===== src/rtl/ws2812b_pattern_seq_if.sv =====
// Pixel stream handshake between the pattern sequencer and the serializer.
// Master drives GRB words; slave returns ready.
interface ws2812b_pattern_seq_if;
  logic        pix_valid;
  logic        pix_ready;
  logic [23:0] pix_data;
  logic        pix_last;

  modport master (
    output pix_valid,
    output pix_data,
    output pix_last,
    input  pix_ready
  );

  modport slave (
    input  pix_valid,
    input  pix_data,
    input  pix_last,
    output pix_ready
  );
endinterface


===== src/rtl/ws2812b_pattern_seq.sv =====
// Frame-rate chase pattern source: one colour, triangle brightness ramp,
// colour and chase head advance each time the ramp returns to zero.
module ws2812b_pattern_seq #(
  parameter int        NUM_LEDS     = 8,
  parameter int        FRAME_CYCLES = 540000,
  parameter logic [7:0] MAX_LEVEL   = 8'd16,
  parameter logic [7:0] STEP        = 8'd1
) (
  input  logic                  clk_i,
  input  logic                  rst_i,
  input  logic                  en_i,
  ws2812b_pattern_seq_if.master pix,
  output logic                  frame_start_o,
  output logic                  overrun_o
);

  localparam int IW = (NUM_LEDS > 1) ? $clog2(NUM_LEDS) : 1;
  localparam int TW = (FRAME_CYCLES > 1) ? $clog2(FRAME_CYCLES) : 1;

  localparam logic [IW-1:0] LAST_IDX = IW'(NUM_LEDS - 1);
  localparam logic [TW-1:0] TMAX     = TW'(FRAME_CYCLES - 1);

  typedef enum logic {
    IDLE,
    STREAM
  } state_e;

  state_e        state_q, state_d;
  logic [TW-1:0] timer_q, timer_d;
  logic [7:0]    level_q, level_d;
  logic          dir_q, dir_d;
  logic [1:0]    color_q, color_d;
  logic [IW-1:0] head_q, head_d;
  logic [IW-1:0] idx_q, idx_d;
  logic          fs_q, fs_d;
  logic          ovr_q, ovr_d;

  logic       tick;
  logic       xfer;
  logic       valid;
  logic [8:0] lvl9;
  logic [8:0] step9;
  logic [8:0] up9;
  logic [7:0] chan;
  logic [23:0] word;

  assign tick  = en_i && (timer_q == TMAX);
  assign valid = (state_q == STREAM);
  assign xfer  = valid && pix.pix_ready;

  assign lvl9  = {1'b0, level_q};
  assign step9 = {1'b0, STEP};
  assign up9   = lvl9 + step9;

  always_comb begin
    timer_d = timer_q;
    if (!en_i) begin
      timer_d = '0;
    end else if (timer_q == TMAX) begin
      timer_d = '0;
    end else begin
      timer_d = timer_q + 1'b1;
    end
  end

  always_comb begin
    state_d = state_q;
    level_d = level_q;
    dir_d   = dir_q;
    color_d = color_q;
    head_d  = head_q;
    idx_d   = idx_q;
    fs_d    = 1'b0;
    ovr_d   = ovr_q;
    unique case (state_q)
      IDLE: begin
        if (tick) begin
          state_d = STREAM;
          idx_d   = '0;
          fs_d    = 1'b1;
          // dir_q: 0 = ramping up, 1 = ramping down
          if (!dir_q) begin
            if (up9 >= {1'b0, MAX_LEVEL}) begin
              level_d = MAX_LEVEL;
              dir_d   = 1'b1;
            end else begin
              level_d = up9[7:0];
            end
          end else begin
            if (lvl9 <= step9) begin
              level_d = '0;
              dir_d   = 1'b0;
              color_d = (color_q == 2'd2) ?
                        2'd0 : color_q + 2'd1;
              head_d  = (head_q == LAST_IDX) ?
                        '0 : head_q + 1'b1;
            end else begin
              level_d = level_q - STEP;
            end
          end
        end
      end
      STREAM: begin
        if (tick) begin
          ovr_d = 1'b1;
        end
        if (xfer) begin
          if (idx_q == LAST_IDX) begin
            state_d = IDLE;
          end else begin
            idx_d = idx_q + 1'b1;
          end
        end
      end
      default: state_d = IDLE;
    endcase
  end

  always_comb begin
    chan = (idx_q == head_q) ? level_q : (level_q >> 3);
    word = '0;
    unique case (1'b1)
      (color_q == 2'd0): word = {chan, 16'h0000};
      (color_q == 2'd1): word = {8'h00, chan, 8'h00};
      (color_q == 2'd2): word = {16'h0000, chan};
      default:           word = '0;
    endcase
  end

  assign pix.pix_valid = valid;
  assign pix.pix_data  = valid ? word : 24'h0;
  assign pix.pix_last  = valid && (idx_q == LAST_IDX);
  assign frame_start_o = fs_q;
  assign overrun_o     = ovr_q;

  always_ff @(posedge clk_i or posedge rst_i) begin
    if (rst_i) begin
      state_q <= IDLE;
      timer_q <= '0;
      level_q <= '0;
      dir_q   <= 1'b0;
      color_q <= 2'd0;
      head_q  <= '0;
      idx_q   <= '0;
      fs_q    <= 1'b0;
      ovr_q   <= 1'b0;
    end else begin
      state_q <= state_d;
      timer_q <= timer_d;
      level_q <= level_d;
      dir_q   <= dir_d;
      color_q <= color_d;
      head_q  <= head_d;
      idx_q   <= idx_d;
      fs_q    <= fs_d;
      ovr_q   <= ovr_d;
    end
  end

endmodule

===== src/flat_wrapper.sv =====
// flat-port wrapper written by rule: the top's interface ports become plain ports
module ws2812b_pattern_seq_flat 
#(
  parameter int        NUM_LEDS     = 8,
  parameter int        FRAME_CYCLES = 540000,
  parameter logic [7:0] MAX_LEVEL   = 8'd16,
  parameter logic [7:0] STEP        = 8'd1
)
  (clk_i, rst_i, en_i, frame_start_o, overrun_o, pix_pix_valid, pix_pix_data, pix_pix_last, pix_pix_ready);
  ws2812b_pattern_seq_if pix_i ();
  input  logic clk_i;
  input  logic rst_i;
  input  logic en_i;
  output logic frame_start_o;
  output logic overrun_o;
  output wire logic [$bits(pix_i.pix_valid)-1:0] pix_pix_valid;
  output wire logic [$bits(pix_i.pix_data)-1:0] pix_pix_data;
  output wire logic [$bits(pix_i.pix_last)-1:0] pix_pix_last;
  input wire logic [$bits(pix_i.pix_ready)-1:0] pix_pix_ready;
  assign pix_pix_valid = pix_i.pix_valid;
  assign pix_pix_data = pix_i.pix_data;
  assign pix_pix_last = pix_i.pix_last;
  assign pix_i.pix_ready = pix_pix_ready;
  ws2812b_pattern_seq #(.NUM_LEDS(NUM_LEDS), .FRAME_CYCLES(FRAME_CYCLES), .MAX_LEVEL(MAX_LEVEL), .STEP(STEP)) u_core (.clk_i(clk_i), .rst_i(rst_i), .en_i(en_i), .pix(pix_i), .frame_start_o(frame_start_o), .overrun_o(overrun_o));
endmodule

===== config.mk =====
export PLATFORM = sky130hd
export DESIGN_NAME = ws2812b_pattern_seq_flat
export DESIGN_NICKNAME = d
export VERILOG_FILES = /design/src/rtl/ws2812b_pattern_seq_if.sv /design/src/rtl/ws2812b_pattern_seq.sv /design/src/flat_wrapper.sv
export SDC_FILE = /design/constraint.sdc
export NUM_CORES = 1
export LEC_CHECK = 0
export ABC_AREA = 1
export CORE_ASPECT_RATIO = 0.9
export CORE_MARGIN = 8
export CORE_UTILIZATION = 55
export DETAILED_ROUTE_END_ITERATION = 10
export HOLD_SLACK_MARGIN = 0.02
export PLACE_DENSITY = 0.8
export SYNTH_ARGS = -nofsm -noshare
export SYNTH_HDL_FRONTEND = slang
export SYNTH_SLANG_ARGS = --single-unit

===== constraint.sdc =====
create_clock -name clk_i -period 3.6 [get_ports clk_i]
set_input_delay 0.72 -clock clk_i [delete_from_list [all_inputs] [get_ports clk_i]]
set_output_delay 0.72 -clock clk_i [all_outputs]
set_load 0.005 [all_outputs]

==> summary.log <==
[die] number of I/O pins 32
[sta] Final Setup Violations 0
[power_and_ir_drop] areal power density over the cells 362.3 mW/mm^2
[die] overall die width 90.89 um
[die] Die ar. 0.007581 mm^2
[min_path] capture endpoint of the worst hold path u_core.timer_q[0]$_DFF_PP0_
[cells_and_area] count of non-filler cells in the finished layout 479
[yosys] #FFs+latches synth 40
[worst_setup_path] Setup CP Type flip-flop to output pin
[clocking] number of CTS-inserted buffers 5
[route] total DRC errors in the routed layout 0
[clocking] number of levels in the clock H-tree 2
[clocking] TritonCTS sink count 40
[cells_and_area] share of the core filled with cells 0.6667
[place] Setup WS pre-CTS 1.073 ns
[sta] transition time of the tightest slew-check pin 0.5690 ns
[yosys] share of synthesized registers carrying an async set or reset 1.000
[cells_and_area] layout overhead on the synthesized area 16.81%
[route] violation count after the first detailed-route iteration 190
[worst_setup_path] minimum setup slack among reg-to-reg paths 1.78 ns
[grt] via count of the first global-routing pass 2366
[worst_setup_path] Crit path largest cell delay 0.47 ns
[clocking] Post-CTS Setup Inserts 0
[yosys] most frequent cell after synthesis sky130_fd_sc_hd__nand2_1
[sta] max_slew headroom 0.6207
[yosys] combinational family with the most area after synthesis simple AND/OR/NAND/NOR gates
[cells_and_area] fraction of layout cells with a size suffix above 1 0.1401
[cells_and_area] number of nets at the end of the flow 425
[route] number of nets still failing antenna checks after routing 0
[place] dpl hpwl 4743 um
[yosys] xor-xnor portion of the synthesized cell area 0.03155
[sta] RSZ-0062 raised after global routing no
[worst_setup_path] Crit path required time 2.88 ns
[die] height of the chip 83.41 um
[yosys] Post-Synthesis Net Count 391
[min_path] class of the most critical hold timing path flip-flop to flip-flop
[route] detail-routed net length per standard cell 13.41 um
[worst_setup_path] r2r startpoint u_core.level_q[0]$_DFFE_PP0P_
[clocking] hold bufs inserted after CTS 0
[worst_setup_path] depth of the worst register-to-register path 9
[clocking] clock buffer depth 2
[route] First-pass DRT Iterations 4
[yosys] share of the synthesized area in the top cell type 0.3605
[place] Routability Congestion 0.8530
[yosys] Synth Area in Simple Gates 0.4380
[min_path] source of the worst hold timing path u_core.timer_q[0]$_DFF_PP0_
[clocking] clock latency on the worst-skew pair 0.30 ns
[clocking] TritonCTS clock tree built
[power_and_ir_drop] leakage power 1.526 nW
[route] DR vias/cell 5.322
[min_path] count of cells along the worst hold path 1
[cells_and_area] fillcell total 427
[cells_and_area] count of antenna diodes in the layout 0
[sta] endpoints failing hold 0
[sta] fmax 348.2 MHz
[grt] first-pass GRT wire length 10950 um
[yosys] count of synthesis-stage warnings from yosys 0
[sta] total negative setup slack 0 ns
[sta] clk_skew 0.008614 ns
[yosys] leading register cell type out of synthesis sky130_fd_sc_hd__dfrtp_1
[worst_setup_path] Startpoint Class flip-flop
[clocking] PostCTS Resize Cnt 0
[die] initial standard-cell utilization of the core 0.5707
[clocking] Clock Root Buffer sky130_fd_sc_hd__clkbuf_8
[cells_and_area] register cell area after layout 0.001001 mm^2
[sta] share of the cycle needed by the critical path after routing 0.7978
[yosys] Post-synth EDFFs 0
[yosys] number of cells produced by synthesis 379
[yosys] cell accounting for the most synthesized area sky130_fd_sc_hd__dfrtp_1
[cells_and_area] Multi-input gate area 0.001564 mm^2
[worst_setup_path] Critical Path Sink Type output pin
[yosys] cell area after synthesis 0.002776 mm^2
[sta] max-slew violation count 0
[grt] initial antenna violation count 0
[worst_setup_path] destination of the worst register-to-register timing path u_core.color_q[1]$_DFFE_PP0P_
[route] Routed WL 6421 um
[yosys] average cell area after synthesis 7.326 um^2
[yosys] register area share after synthesis 0.3605
[worst_setup_path] largest fanout of any net on the critical path 11
[power_and_ir_drop] Max IR drop VDD 320.2 uV
[place] placed cells 471
[yosys] cell types occupying the most area after synthesis sky130_fd_sc_hd__dfrtp_1 (36%), sky130_fd_sc_hd__nand2_1 (13%), sky130_fd_sc_hd__nor2_1 (8.9%)
[worst_setup_path] slowest library cell on the worst path sky130_fd_sc_hd__clkdlybuf4s50_1
[flow_run] Max Cap Viol 0
[yosys] complex-gate fraction of the synthesized area 0.05768
[worst_setup_path] crit path cell chain xnor2_1 -> nand3_1 -> o21ai_0 -> nor2_1 -> clkdlybuf4s50_1
[sta] PnR worst setup slack 0.7279 ns
[run_status] run status complete, no violations
[route] total number of vias 2549
[grt] pin count of the biggest net entering global routing 41
[yosys] distinct cell type count of the synthesized netlist 39
[die] total number of placement rows 24
[yosys] top cells by count, synth sky130_fd_sc_hd__nand2_1 (95), sky130_fd_sc_hd__nor2_1 (66), sky130_fd_sc_hd__dfrtp_1 (40)
[grt] remaining global-route overflow 0
[die] total core area 0.004865 mm^2
[yosys] fraction of synthesized area in multiplexers 0
[place] Port Buffer Count 31
[sta] final critical delay including setup and external delays 2.872 ns
[yosys] adder and majority gate portion of the synthesized area 0.03605
[clocking] register clock-pin slew on the reported worst setup and hold paths 0.08 ns
[grt] global routing usage summed across all routing layers 0.1721
[worst_setup_path] worst path arrival time 2.15 ns
==> per-stage QoR <==
| stage | power [mW] | instance area, um^2 | hold slack [ns] |
|---|---|---|---|
| after floorplan | 0.7227 | 2776 | 0.4322 |
| after global placement | 0.8077 | 3136 | 0.4514 |
| after detailed placement | 0.8175 | 3136 | 0.4587 |
| after CTS | 1.185 | 3243 | 0.4721 |
| after global routing | 1.246 | 3243 | 0.4851 |
| final | 1.175 | 3243 | 0.4676 |
==> state kept, by name, summed over array words and instances (netlist names) <==
signal                flops
u_core.timer_q           20
u_core.level_q            8
u_core.head_q             3
u_core.idx_q              3
u_core.color_q            2
u_core.dir_q              1
u_core.frame_start_o      1
u_core.overrun_o          1
u_core.pix.pix_valid      1
==> per-layer routing <==
metal | wire length, um | share of wire | global-route usage
met3 | 348 | 0.054 | 0.04317
met4 | 63 | 0.0098 | 0.05201
met1 | 3156 | 0.49 | 0.2271
met5 | 0 | 0 | 0
met2 | 2852 | 0.44 | 0.2701
==> cell type report <==
type	instances	share of cell area
Sequential cell	40	0.3086
Timing Repair Buffer	32	0.09799
Inverter	41	0.05285
Clock buffer	6	0.02238
Tap cell	65	0.02508
Multi-Input combinational cell	293	0.4823
Clock inverter	2	0.01080
==> where the power goes <==
part           internal, mW  leakage, nW  switching (mW)  total (mW)
registers             0.473        0.549          0.0464       0.520
clock network         0.206       0.0552           0.166       0.372
logic                 0.121        0.921           0.163       0.283
total                 0.800         1.53           0.375        1.18
==> worst max-delay path, delay by kind of cell, from the launching register on <==
kind	cells	cell delay, ns
and+or+nand+nor	2	0.37
AOI/OAI and AO/OA	1	0.42
DFF	1	0.41
xor gates and xnor gates	1	0.19
buffers and inverters	1	0.47
==> placed cells by master, fill, tap and decap left out, types with 10 or more instances in the layout <==
master	Yosys	final
sky130_fd_sc_hd__nor2_2	10	10
sky130_fd_sc_hd__nand2_2	10	10
sky130_fd_sc_hd__dfrtp_1	40	40
sky130_fd_sc_hd__nand2_1	95	95
sky130_fd_sc_hd__nand4_1	11	11
sky130_fd_sc_hd__inv_1	29	29
sky130_fd_sc_hd__clkdlybuf4s50_1	0	31
sky130_fd_sc_hd__nor2_1	66	66
sky130_fd_sc_hd__nand3_1	28	28
==> logic make-up (layout without fill, tap and decap cells) <==
logic type	after synthesis	count (layout)
AOI/OAI and AO/OA	27	27
and+or+nand+nor	248	248
DFF	40	40
buffers and inverters	46	81
xor gates and xnor gates	10	10
adders and majority gates	8	8
==> how the worst max path moves through the flow <==
stage                       endpoint  slack [ns]  cells past startpoint                          from
floorplan           pix_pix_data[12]        1.76                      5  u_core.head_q[0]$_DFFE_PP0P_
global placement     pix_pix_data[2]        1.09                      5  u_core.head_q[1]$_DFFE_PP0P_
detailed placement  pix_pix_data[11]        1.07                      5  u_core.head_q[1]$_DFFE_PP0P_
CTS                 pix_pix_data[11]        0.72                      5  u_core.head_q[1]$_DFFE_PP0P_
global route         pix_pix_data[0]        0.49                      5  u_core.head_q[0]$_DFFE_PP0P_
finish               pix_pix_data[2]        0.73                      5  u_core.head_q[1]$_DFFE_PP0P_
Power figures use the tool's default switching activity.
